File: src/rtl/csr_trap_unit.sv
// Machine-mode CSR file and trap controller: CSR read/modify/write, ecall/mret/external-interrupt traps.
// Optional macro CSR_COUNTERS_EN adds the 64-bit mcycle/minstret counters.
module csr_trap_unit #(
  parameter int unsigned      XLEN        = 32,
  parameter int unsigned      HART_ID     = 0,
  parameter logic [XLEN-1:0]  MTVEC_RESET = '0,
  parameter logic [31:0]      MARCHID     = 32'h0180_0008
) (
  input  logic            clock,
  input  logic            reset,
  input  logic            commit,
  input  logic [1:0]      csr_op,
  input  logic [11:0]     csr_addr,
  input  logic [XLEN-1:0] csr_wdata,
  output logic [XLEN-1:0] csr_rdata,
  output logic            illegal_csr,
  input  logic            ecall,
  input  logic            mret,
  input  logic [XLEN-1:0] pc,
  input  logic            ext_irq,
  output logic            trap_take,
  output logic [XLEN-1:0] trap_target,
  output logic            irq_pending
);

  // Interface: commit is the single qualifier for every state update; the decode inputs may be held
  // for any number of stall cycles. csr_rdata, illegal_csr, trap_take and trap_target are combinational.
  localparam logic [1:0] OP_NONE = 2'b00;
  localparam logic [1:0] OP_RW   = 2'b01;
  localparam logic [1:0] OP_RS   = 2'b10;
  localparam logic [1:0] OP_RC   = 2'b11;

  localparam logic [11:0] A_MSTATUS   = 12'h300;
  localparam logic [11:0] A_MISA      = 12'h301;
  localparam logic [11:0] A_MIE       = 12'h304;
  localparam logic [11:0] A_MTVEC     = 12'h305;
  localparam logic [11:0] A_MSCRATCH  = 12'h340;
  localparam logic [11:0] A_MEPC      = 12'h341;
  localparam logic [11:0] A_MCAUSE    = 12'h342;
  localparam logic [11:0] A_MIP       = 12'h344;
  localparam logic [11:0] A_MCYCLE    = 12'hB00;
  localparam logic [11:0] A_MINSTRET  = 12'hB02;
  localparam logic [11:0] A_MCYCLEH   = 12'hB80;
  localparam logic [11:0] A_MINSTRETH = 12'hB82;
  localparam logic [11:0] A_MVENDORID = 12'hF11;
  localparam logic [11:0] A_MARCHID   = 12'hF12;
  localparam logic [11:0] A_MHARTID   = 12'hF14;

  localparam logic [XLEN-1:0] CAUSE_MEI   = (XLEN'(1) << (XLEN-1)) | XLEN'(11);
  localparam logic [XLEN-1:0] CAUSE_ECALL = XLEN'(11);

  logic            r_mie_bit, r_mpie, r_meie, r_meip;
  logic [XLEN-1:0] r_mtvec, r_mscratch, r_mepc, r_mcause;

  logic [XLEN-1:0] w_mstatus, w_mie, w_mip, w_misa, w_old, w_new, w_tvec_base;
  logic [XLEN-1:0] w_mcycle_lo, w_mcycle_hi, w_minstret_lo, w_minstret_hi;
  logic            w_known, w_ro, w_wr_req, w_int_req;
  logic            w_int_take, w_ecall_take, w_mret_take, w_csr_we;

  always_comb begin
    w_mstatus = '0;
    w_mstatus[12:11] = 2'b11;
    w_mstatus[7] = r_mpie;
    w_mstatus[3] = r_mie_bit;
    w_mie = '0;
    w_mie[11] = r_meie;
    w_mip = '0;
    w_mip[11] = r_meip;
    w_misa = '0;
    w_misa[XLEN-1:XLEN-2] = (XLEN == 64) ? 2'b10 : 2'b01;
    w_misa[8] = 1'b1;
  end

  always_comb begin
    w_old   = '0;
    w_known = 1'b1;
    w_ro    = 1'b0;
    case (csr_addr)
      A_MSTATUS:   w_old = w_mstatus;
      A_MISA:      begin w_old = w_misa; w_ro = 1'b1; end
      A_MIE:       w_old = w_mie;
      A_MTVEC:     w_old = r_mtvec;
      A_MSCRATCH:  w_old = r_mscratch;
      A_MEPC:      w_old = r_mepc;
      A_MCAUSE:    w_old = r_mcause;
      A_MIP:       w_old = w_mip;
      A_MCYCLE:    w_old = w_mcycle_lo;
      A_MINSTRET:  w_old = w_minstret_lo;
      A_MCYCLEH:   begin w_old = w_mcycle_hi; w_known = (XLEN == 32); end
      A_MINSTRETH: begin w_old = w_minstret_hi; w_known = (XLEN == 32); end
      A_MVENDORID: w_ro = 1'b1;
      A_MARCHID:   begin w_old = XLEN'(MARCHID); w_ro = 1'b1; end
      A_MHARTID:   begin w_old = XLEN'(HART_ID); w_ro = 1'b1; end
      default:     w_known = 1'b0;
    endcase
  end

  // Set/clear with a zero mask is a pure read, so it never counts as a write to a read-only CSR.
  assign w_wr_req    = (csr_op == OP_RW) | (((csr_op == OP_RS) | (csr_op == OP_RC)) & (|csr_wdata));
  assign illegal_csr = (csr_op != OP_NONE) & (~w_known | (w_ro & w_wr_req));
  assign csr_rdata   = ((csr_op == OP_NONE) || illegal_csr) ? '0 : w_old;

  always_comb begin
    case (csr_op)
      OP_RW:   w_new = csr_wdata;
      OP_RS:   w_new = w_old | csr_wdata;
      OP_RC:   w_new = w_old & ~csr_wdata;
      default: w_new = w_old;
    endcase
  end

  assign w_int_req    = r_mie_bit & r_meie & r_meip;
  assign trap_take    = commit & (w_int_req | ecall | mret);
  assign w_int_take   = commit & w_int_req;
  assign w_ecall_take = commit & ~w_int_req & ecall;
  assign w_mret_take  = commit & ~w_int_req & ~ecall & mret;
  assign w_csr_we     = commit & ~trap_take & w_wr_req & ~illegal_csr;
  assign irq_pending  = r_meip;
  assign w_tvec_base  = {r_mtvec[XLEN-1:2], 2'b00};

  always_comb begin
    trap_target = w_tvec_base;
    if (w_int_req) begin
      if (r_mtvec[1:0] == 2'b01) trap_target = w_tvec_base + XLEN'(44);
    end else if (!ecall && mret) begin
      trap_target = r_mepc;
    end
  end

  always_ff @(posedge clock or posedge reset) begin
    if (reset) begin
      r_mie_bit  <= 1'b0;
      r_mpie     <= 1'b0;
      r_meie     <= 1'b0;
      r_meip     <= 1'b0;
      r_mtvec    <= MTVEC_RESET;
      r_mscratch <= '0;
      r_mepc     <= '0;
      r_mcause   <= '0;
    end else begin
      r_meip <= ext_irq;
      if (w_int_take || w_ecall_take) begin
        r_mepc    <= pc & ~XLEN'(3);
        r_mcause  <= w_int_take ? CAUSE_MEI : CAUSE_ECALL;
        r_mpie    <= r_mie_bit;
        r_mie_bit <= 1'b0;
      end else if (w_mret_take) begin
        r_mie_bit <= r_mpie;
        r_mpie    <= 1'b1;
      end else if (w_csr_we) begin
        case (csr_addr)
          A_MSTATUS:  begin r_mie_bit <= w_new[3]; r_mpie <= w_new[7]; end
          A_MIE:      r_meie <= w_new[11];
          A_MTVEC:    r_mtvec <= {w_new[XLEN-1:2], 1'b0, ~w_new[1] & w_new[0]};
          A_MSCRATCH: r_mscratch <= w_new;
          A_MEPC:     r_mepc <= w_new & ~XLEN'(3);
          A_MCAUSE:   r_mcause <= w_new;
          default:    ;
        endcase
      end
    end
  end

`ifdef CSR_COUNTERS_EN
  logic [63:0] r_mcycle, r_minstret;
  logic        w_wr_cyc_lo, w_wr_cyc_hi, w_wr_ins_lo, w_wr_ins_hi;

  assign w_wr_cyc_lo   = w_csr_we & (csr_addr == A_MCYCLE);
  assign w_wr_cyc_hi   = w_csr_we & (csr_addr == A_MCYCLEH);
  assign w_wr_ins_lo   = w_csr_we & (csr_addr == A_MINSTRET);
  assign w_wr_ins_hi   = w_csr_we & (csr_addr == A_MINSTRETH);
  assign w_mcycle_lo   = r_mcycle[XLEN-1:0];
  assign w_mcycle_hi   = XLEN'(r_mcycle[63:32]);
  assign w_minstret_lo = r_minstret[XLEN-1:0];
  assign w_minstret_hi = XLEN'(r_minstret[63:32]);

  // A write to either half replaces that cycle's increment; the untouched half is kept as-is.
  always_ff @(posedge clock or posedge reset) begin
    if (reset) begin
      r_mcycle   <= '0;
      r_minstret <= '0;
    end else begin
      if (w_wr_cyc_lo)
        r_mcycle <= (XLEN == 32) ? {r_mcycle[63:32], w_new[31:0]} : 64'(w_new);
      else if (w_wr_cyc_hi)
        r_mcycle <= {w_new[31:0], r_mcycle[31:0]};
      else
        r_mcycle <= r_mcycle + 64'd1;

      if (w_wr_ins_lo)
        r_minstret <= (XLEN == 32) ? {r_minstret[63:32], w_new[31:0]} : 64'(w_new);
      else if (w_wr_ins_hi)
        r_minstret <= {w_new[31:0], r_minstret[31:0]};
      else if (commit && !w_int_take)
        r_minstret <= r_minstret + 64'd1;
    end
  end
`else
  assign w_mcycle_lo   = '0;
  assign w_mcycle_hi   = '0;
  assign w_minstret_lo = '0;
  assign w_minstret_hi = '0;
`endif

endmodule

File: config.mk
export PLATFORM = sky130hd
export DESIGN_NAME = csr_trap_unit
export DESIGN_NICKNAME = d
export VERILOG_FILES = /design/src/rtl/csr_trap_unit.sv
export SDC_FILE = /design/constraint.sdc
export NUM_CORES = 1
export LEC_CHECK = 0
export CORE_ASPECT_RATIO = 2
export CORE_MARGIN = 2
export CORE_UTILIZATION = 58
export CTS_CLUSTER_DIAMETER = 200
export DETAILED_ROUTE_END_ITERATION = 8
export PLACE_DENSITY = 0.87
export SLEW_MARGIN = 15
export SYNTH_ARGS = -nofsm -noshare
export SYNTH_HDL_FRONTEND = slang
export SYNTH_SLANG_ARGS = --single-unit
export TNS_END_PERCENT = 1
File: constraint.sdc
create_clock -name clock -period 7.25 [get_ports clock]
set_input_delay 1.45 -clock clock [delete_from_list [all_inputs] [get_ports clock]]
set_output_delay 1.45 -clock clock [all_outputs]
set_load 0.01 [all_outputs]
==> reports/results.tsv, run 1 <==
stage	metric	value	unit
cts	clk_latency	0.42	ns
synth	yosys_register_bits	129	
die	die_h	174.2	um
pwr	p_sw	557.4	uW
grt	grt_max_degree	67	
synth	yosys_warnings	0	
cts	post_cts_buffers	0	
synth	synth-compound-area-share	0.2670	
layout	diodes	0	
synth	yosysUniqueCellTypes	75	
pwr	p_sw_frac	0.2702	
synth	syn_inst	1052	
die	initial_utilization	0.5886	
sta	period_share	0.8856	
grt	grt_overflow	0	
sta	rsz0062_at_grt	no	
drt	drt_wl_total	31890	um
synth	async_flop_share	1.000	
sta	worstMarginPinSlew	1.093	ns
layout	fin_util	0.7438	
synth	yosys_most_used_dff	dfrtp_1	
setup_path	worstPathMaxFanout	16	
cts	cts_tree	built	
hold_path	hold_class	register to register	
drt	ant_nets	0	
layout	syn2layout_area_growth	26.36	%
setup_path	r2r-start	irq_pending	
cts	clkTransAtPathRegs	0.06	ns
job	cap_violations	0	
synth	synth_most_common_cell	nand2_1	
cts	clk_path_buf_depth	2	
synth	yosys.area_share.simple	0.2331	
synth	synth_mux_area_frac	0.03366	
hold_path	min_from	r_mscratch[26]	
cts	holdBufCountCts	0	
cts	cts_buffers	17	
setup_path	required	5.80	ns
cts	htreeDepth	4	
placed_design	io_buffers	146	
die	dieArea	15520	sq um
synth	syn_area_per_cell	7.987	sq um
setup_path	critPathArrivalTime	4.97	ns
grt	grt_pass1_wl	49520	um
synth	ys_seq_area_frac	0.3842	
synth	synth_area	8402	sq um
die	io_pins	151	
drt	drt_iter0_drc	1460	
sta	tns	0	ns
setup_path	end_kind	output port	
setup_path	worstSetupStartpointType	primary input	
sta	fin_skew	0.008443	ns
synth	synthXorXnorAreaFrac	0.03023	
layout	nets	1245	
pwr	finalPower	2.063	mW
cts	cts_root_buf	clkbuf_16	
placed_design	dp_hpwl	21160	um
grt	grt_pass1_vias	9364	
status	status	completed	
setup_path	crit_type	primary input to output port	
sta	fmax	155.7	MHz
synth	synth_top_family_by_area	compound AO/OA/AOI/OAI gates	
pwr	peakVddDrop	0.1681	mV
cts	clock-sinks	129	
die	rows	62	
layout	final-instance-count-excl-fill	1365	
synth	synth_edf_count	0	
placed_design	dpl_cell_area	9973	sq um
grt	groute.usage.overall	0.4210	
drt	wire_per_inst	23.36	um
synth	synth-adder-area-share	0.002681	
die	core	14270	sq um
placed_design	dp.cells	1333	
pwr	p_int	1.505	mW
pwr	p_comb_frac	0.160	
pwr	p_per_area	194.3	nW/um^2
placed_design	gp_congestion	0.9769	
sta	setup_viol	0	
synth	synth_commonest_cells	nand2_1, o21ai_0, dfrtp_1	
pwr	p_leak	4.088	nW
grt	antenna_found_initial	0	
synth	yosys.area.top_type_share	0.3842	
layout	drive_above_1_share	0.07332	
cts	cts_resized	0	
layout	finalInstanceArea	10620	sq um
synth	synth.largest_area_cell	dfrtp_1	
setup_path	crit_path_start	csr_wdata[24]	
sta	slew_viol_final	0	
die	die_w	89.11	um
drt	dr_total_vias	9599	
drt	vias_per_cell	7.032	
sta	hold_violations	0	
drt	dr.pass1.iters	6	
pwr	seq_power_share	0.377	
synth	synth.area.top_cells	dfrtp_1, o21ai_0, nand2_1	
sta	period_minus_slack	6.421	ns
pwr	p_clk_frac	0.463	
sta	relSlewSlack	0.2715	
drt	drc_errors	0	
-- worst paths after layout --
kind,end,slack [ns],cells past startpoint
setup reg to reg,r_mcause[2],3.87,8
max in group asynchronous,r_mscratch[9],4.32,3
setup / recovery,csr_rdata[7],0.83,9
hold reg to reg,r_mscratch[26],0.48,2
min in group asynchronous,r_mepc[21],1.55,2
hold / removal,r_mscratch[26],0.48,2
-- placed cells by master (no fill, tap or decap), types with 20 or more instances in the layout --
cell             count
a22oi_1             31
a21oi_1             43
mux2i_1             20
nor2_1              91
and2_1              24
a31oi_1             25
nand2_1            153
nand3_1             51
o21ai_0            136
buf_4               29
a22o_1              28
xnor2_1             27
dfrtp_1            129
clkdlybuf4s50_1    144
-- area by class of cell --
class,count,area (sq um)
Timing Repair Buffer,175,1669
Tap cell,192,240.2
Sequential cell,129,3228
Multi-Input combinational cell,825,4788
Clock buffer,20,436.7
Fill cell,1117,3657
Clock inverter,12,206.4
Inverter,12,47.55
-- cell families (layout without fill, tap and decap cells) --
logic type / count (synthesis) / in the layout
other: 1 / 2
XOR/XNOR: 29 / 29
flip-flops: 129 / 129
buffers and inverters: 99 / 219
multiplexers: 27 / 27
AO/OA/AOI/OAI: 357 / 357
adder cells (fa/ha/maj): 2 / 2
AND/OR/NAND/NOR: 408 / 408
-- state kept, by name, indices dropped and copies added (netlist names) --
signal / count
r_mscratch: 32
irq_pending: 1
r_mpie: 1
r_meie: 1
r_mtvec: 31
r_mepc: 30
r_mie_bit: 1
r_mcause: 32
-- critical path, stage by stage --
cell and delay, ns:
clkdlybuf4s50_1 0.54, nor4_1 0.66, nand4_1 0.19, or4_1 0.72
o211ai_1 0.17, o211ai_1 0.15, buf_4 0.29, a21oi_1 0.22
clkdlybuf4s50_1 0.58
-- stage by stage --
stage / setup slack [ns] / hold slack, ns
2_1_floorplan: 2.359 / 0.4418
5_1_grt: 0.7321 / 0.5017
3_3_place_gp: 1.099 / 0.4580
3_5_place_dp: 1.084 / 0.4695
6_report: 0.8290 / 0.4830
4_1_cts: 1.069 / 0.4819
-- power groups by stage --
stage | Clock (mW) | Combinational (mW) | Sequential, mW
after floorplan | 0 | 0.176 | 0.775
after global placement | 0 | 0.314 | 0.787
after CTS | 0.947 | 0.323 | 0.775
final | 0.955 | 0.331 | 0.777
after global routing | 0.977 | 0.353 | 0.778
after detailed placement | 0 | 0.320 | 0.787
-- layer usage --
metal	global-route usage	routed length, um	vias up
li1	-	-	4056
met1	0.4891	10140	4390
met2	0.6497	14820	872
met3	0.1040	3847	281
met4	0.3147	3082	0
met5	0	0	-
(Power assumes the default switching activity.)
==> run 2: changes to the inputs <==
--- a/config.mk
+++ b/config.mk
@@ -8,7 +8,7 @@
 export CORE_ASPECT_RATIO = 2
 export CORE_MARGIN = 2
 export CORE_UTILIZATION = 58
-export CTS_CLUSTER_DIAMETER = 200
+export CTS_CLUSTER_DIAMETER = 60
 export DETAILED_ROUTE_END_ITERATION = 8
 export PLACE_DENSITY = 0.87
 export SLEW_MARGIN = 15
==> results of run 2 <==
The final DEF is identical to that of run 1; final timing and power are the same.
